[config.mk]
export PLATFORM = sky130hd
export DESIGN_NAME = deser8_rx
export DESIGN_NICKNAME = d
export VERILOG_FILES = /design/src/rtl/deser8_rx.sv
export SDC_FILE = /design/constraint.sdc
export NUM_CORES = 1
export LEC_CHECK = 0
export ABC_AREA = 1
export BUFFER_PORTS_ARGS = -buffer_cell sky130_fd_sc_hd__buf_2
export CAP_MARGIN = 20
export CORE_UTILIZATION = 40
export CTS_CLUSTER_SIZE = 25
export DETAILED_ROUTE_END_ITERATION = 16
export PLACE_DENSITY_LB_ADDON = 0.25
export SETUP_SLACK_MARGIN = 0.5
export SLEW_MARGIN = 20
export SYNTH_ARGS = -nofsm -noshare
export SYNTH_HDL_FRONTEND = slang
export SYNTH_SLANG_ARGS = --single-unit
[constraint.sdc]
create_clock -name clk -period 1.39 [get_ports clk]
set_input_delay 0.0695 -clock clk [delete_from_list [all_inputs] [get_ports clk]]
set_output_delay 0.0695 -clock clk [all_outputs]
set_load 0.005 [all_outputs]
[src/rtl/deser8_rx.sv]
// rtl/deser8_rx.sv - strobed 8-bit MSB-first serial receiver with stop-bit framing check
// Optional even-parity bit, state PAR and port perr are enabled by defining PARITY_EN.

module deser8_rx (
  input  logic       clk,
  input  logic       reset,
  input  logic       sin,
  input  logic       en,
  output logic [7:0] q,
  output logic       valid,
  output logic       busy,
  output logic       ferr
`ifdef PARITY_EN
  ,
  output logic       perr
`endif
);

  typedef enum logic [1:0] {
    IDLE = 2'd0,
    DATA = 2'd1,
`ifdef PARITY_EN
    PAR  = 2'd2,
`endif
    STOP = 2'd3
  } state_t;

  state_t     state, state_n;
  logic [7:0] sr, sr_n;
  logic [2:0] cnt, cnt_n;
  logic [7:0] q_n;
  logic       valid_n;
  logic       ferr_n;
`ifdef PARITY_EN
  logic       par_bad, par_bad_n;
  logic       perr_n;
`endif

  always_ff @(posedge clk) begin
    if (reset) begin
      state   <= IDLE;
      sr      <= 8'h00;
      cnt     <= 3'd0;
      q       <= 8'h00;
      valid   <= 1'b0;
      ferr    <= 1'b0;
`ifdef PARITY_EN
      par_bad <= 1'b0;
      perr    <= 1'b0;
`endif
    end else begin
      state   <= state_n;
      sr      <= sr_n;
      cnt     <= cnt_n;
      q       <= q_n;
      valid   <= valid_n;
      ferr    <= ferr_n;
`ifdef PARITY_EN
      par_bad <= par_bad_n;
      perr    <= perr_n;
`endif
    end
  end

  // Everything holds unless en strobes; pulses default low every cycle.
  always_comb begin
    state_n   = state;
    sr_n      = sr;
    cnt_n     = cnt;
    q_n       = q;
    valid_n   = 1'b0;
    ferr_n    = 1'b0;
`ifdef PARITY_EN
    par_bad_n = par_bad;
    perr_n    = 1'b0;
`endif
    if (en) begin
      case (state)
        IDLE: begin
          if (!sin) begin
            state_n = DATA;
            cnt_n   = 3'd0;
          end
        end
        DATA: begin
          sr_n  = {sr[6:0], sin};
          cnt_n = cnt + 3'd1;
          if (cnt == 3'd7) begin
`ifdef PARITY_EN
            state_n = PAR;
`else
            state_n = STOP;
`endif
          end
        end
`ifdef PARITY_EN
        PAR: begin
          // Even parity: data bits plus parity bit must XOR to zero.
          par_bad_n = (^sr) ^ sin;
          state_n   = STOP;
        end
`endif
        STOP: begin
          if (sin) begin
            q_n     = sr;
            valid_n = 1'b1;
          end else begin
            ferr_n  = 1'b1;
          end
`ifdef PARITY_EN
          perr_n    = par_bad;
`endif
          state_n   = IDLE;
        end
        default: state_n = IDLE;
      endcase
    end
  end

  assign busy = (state != IDLE);

endmodule
==> metrics.md <==
| Metric | Value |
|---|---|
| Cells after Synth | `115` |
| Pwr dens | `940 nW/um^2` |
| Leak | `0.595 nW` |
| Outcome | `finished, violations left` |
| Share of layout cells above drive strength 1 | `37.4%` |
| Pre-antenna DRT Iters | `4` |
| DIE AREA | `2440 um^2` |
| Yosys warns | `0` |
| Period minus WS final | `1080 ps` |
| Num CTS Buffers | `3` |
| Antenna violations before repair | `0` |
| Core Rows | `16` |
| Clock slew at reported path FFs | `130 ps` |
| Final WS setup | `308 ps` |
| Core area | `2040 um^2` |
| Avg Cell Area, Syn | `7.81 um^2` |
| Total GRT Usage | `17.6%` |
| Clock tree buffer depth | `2` |
| CP endpoint kind | `register` |
| Area Growth Syn to Fin | `35.5%` |
| RSZ-0062 raised after global routing | `yes` |
| Fin. max-slew vios | `0` |
| ANT nets after route | `0` |
| Synthesized flop and latch total | `23` |
| Worst r2r path cells | `7` |
| Total power | `1.14 mW` |
| # clock sinks | `23` |
| Cell type with the largest total area after synthesis | `dfxtp_1` |
| Commonest non-fill, non-tap cell in the layout | `nor2_1` |
| Yosys top cell area share | `51.3%` |
| Hold Path Cell Cnt | `2` |
| Maxcap violations | `0` |
| Min Hold Slack | `-31.7 ps` |
| Fmax | `924 MHz` |
| Chip width | `49.4 um` |
| Post-Syn Area | `898 um^2` |
| I/O pin count | `15` |
| Largest net degree at the start of global routing | `20` |
| Worst slew margin | `61.6%` |
| First-pass GRT wire length | `3290 um` |
| Crit path launch type | `register` |
| Most frequent cells in the layout | `29 x nor2_1, 18 x dfxtp_1, 14 x buf_2` |
| Clk root buf | `clkbuf_4` |
| Starting Density | `44.0%` |
| Nets | `146` |
| Placer Congestion | `0.806` |
| IO buf count | `14` |
| Vias in the first global route | `748` |
| Sequential area share after synthesis | `51.3%` |
| Post-detail-place hpwl | `1280 um` |
| Fin crit share | `77.9%` |
| H-tree Lvls | `1` |
| Initial DRC count | `9` |
| GRT overflow | `0` |
| Hold Path Class | `primary input to register` |
| Synth unique cells | `19` |
| WP data required | `1640 ps` |
| Fill cells | `181` |
| Post-route setup TNS | `0 ps` |
| Final setup viols | `0` |
| Post-place setup slack | `309 ps` |
| Worst-path maximum fanout | `3` |
| Clock Skews | `6.66 ps` |
| Routed WL | `1990 um` |
| Remaining DRCs | `0` |
| Critical setup path kind | `register to register` |
| Antenna cells | `0` |
| Syn Nets | `121` |
| Hold buffer count at cts | `1` |
| Clock latency at the later pin of the worst-skew pair | `310 ps` |
| Wire per inst | `12.0 um` |
| CTS tree | `done` |
| Slew at the pin closest to its max-slew limit | `576 ps` |
| Synth top area cells | `dfxtp_1 51%, nor2_1 13%, o21ai_1 6.7%` |
| Via count | `815` |
| Final Hold Vio Count | `3` |
| DR vias/cell | `4.91` |
| Max VDD drop | `0.566 mV` |
| Crit path DAT | `1330 ps` |
| Failing checks | `hold timing` |
| DIE HEIGHT | `49.4 um` |
==> Yosys cell counts <==
master     n
a21oi_1    3
nor2_1    31
o21ai_1   12
nand2_2    2
nor3_1     8
clkbuf_2   1
nor4_1     1
nand3_1    1
buf_2      1
inv_2      2
nor2_2     1
nor2b_1    1
nor2_4     1
inv_1      5
dfxtp_1   23
nor2_8     1
nand2_1   14
o21ai_0    5
ha_1       2
==> registers in the layout (all words and copies together) (netlist names) <==
register / count
ferr: 1
valid: 1
sr: 8
state: 2
q: 8
cnt: 3
==> report_power, final <==
part / switching [mW] / internal (mW) / leakage [nW] / total (mW)
clock network: 0.198 / 0.107 / 0.0177 / 0.306
logic: 0.0764 / 0.0527 / 0.388 / 0.129
registers: 0.0270 / 0.683 / 0.189 / 0.710
==> final cells by class <==
cell class	instances	area, um^2	share of cell area, %
clock buffer	3	22.5	1.85
clock inverter	1	5.00	0.411
inverter	7	33.8	2.77
multi-input combinational	84	497	40.8
sequential	23	472	38.7
tap	27	33.8	2.77
timing repair buffer	21	154	12.6
==> final timing paths <==
check | start | endpoint | slack (ps)
worst max register to register | cnt[0] | state[0] | 310
worst max-delay path | cnt[0] | state[0] | 310
worst min-delay path | reset | state[0] | -30
worst min register to register | sr[7] | q[7] | 510
==> routing by layer <==
layer  up-vias  routed length, um  track usage (%)  share of wire (%)
met5         -                  0                0                  0
met4         0                 15             8.10               0.75
met3         2                 71             3.43                3.6
met2        14                959             28.5                 48
met1       379                944             22.5                 47
li1        420                  -                -                  -
==> metrics by stage <==
step	instances	util [%]	cell area [um^2]
after floorplan	115	-	958
after global placement	154	51.4	1050
after detailed placement	154	51.4	1050
after CTS	166	58.0	1180
after global routing	166	59.6	1220
final	166	59.6	1220
==> logic make-up after synthesis <==
logic type	count (synthesis)	share of synthesized area [%]
AOI/OAI and AO/OA	20	11.1
adders and majority gates	2	2.79
buffers and inverters	9	4.04
DFF	23	51.3
and+or+nand+nor	61	30.8
==> worst max-delay path, cell delays in order, from the launching register on <==
cell	delay, ps
dfxtp_2	360
ha_4	160
ha_4	150
inv_2	40
nand3_2	70
nand2_1	70
nand2_1	60
a21oi_2	110
==> repair_timing <==
action,CTS,global route
pin swaps,9,8
buffers inserted,6,0
cloned,1,0
hold endpoints to repair,4,3
resized for setup,6,10
endpoints found under the setup margin,23,24
Note: power is estimated with default switching activity, not from simulation.
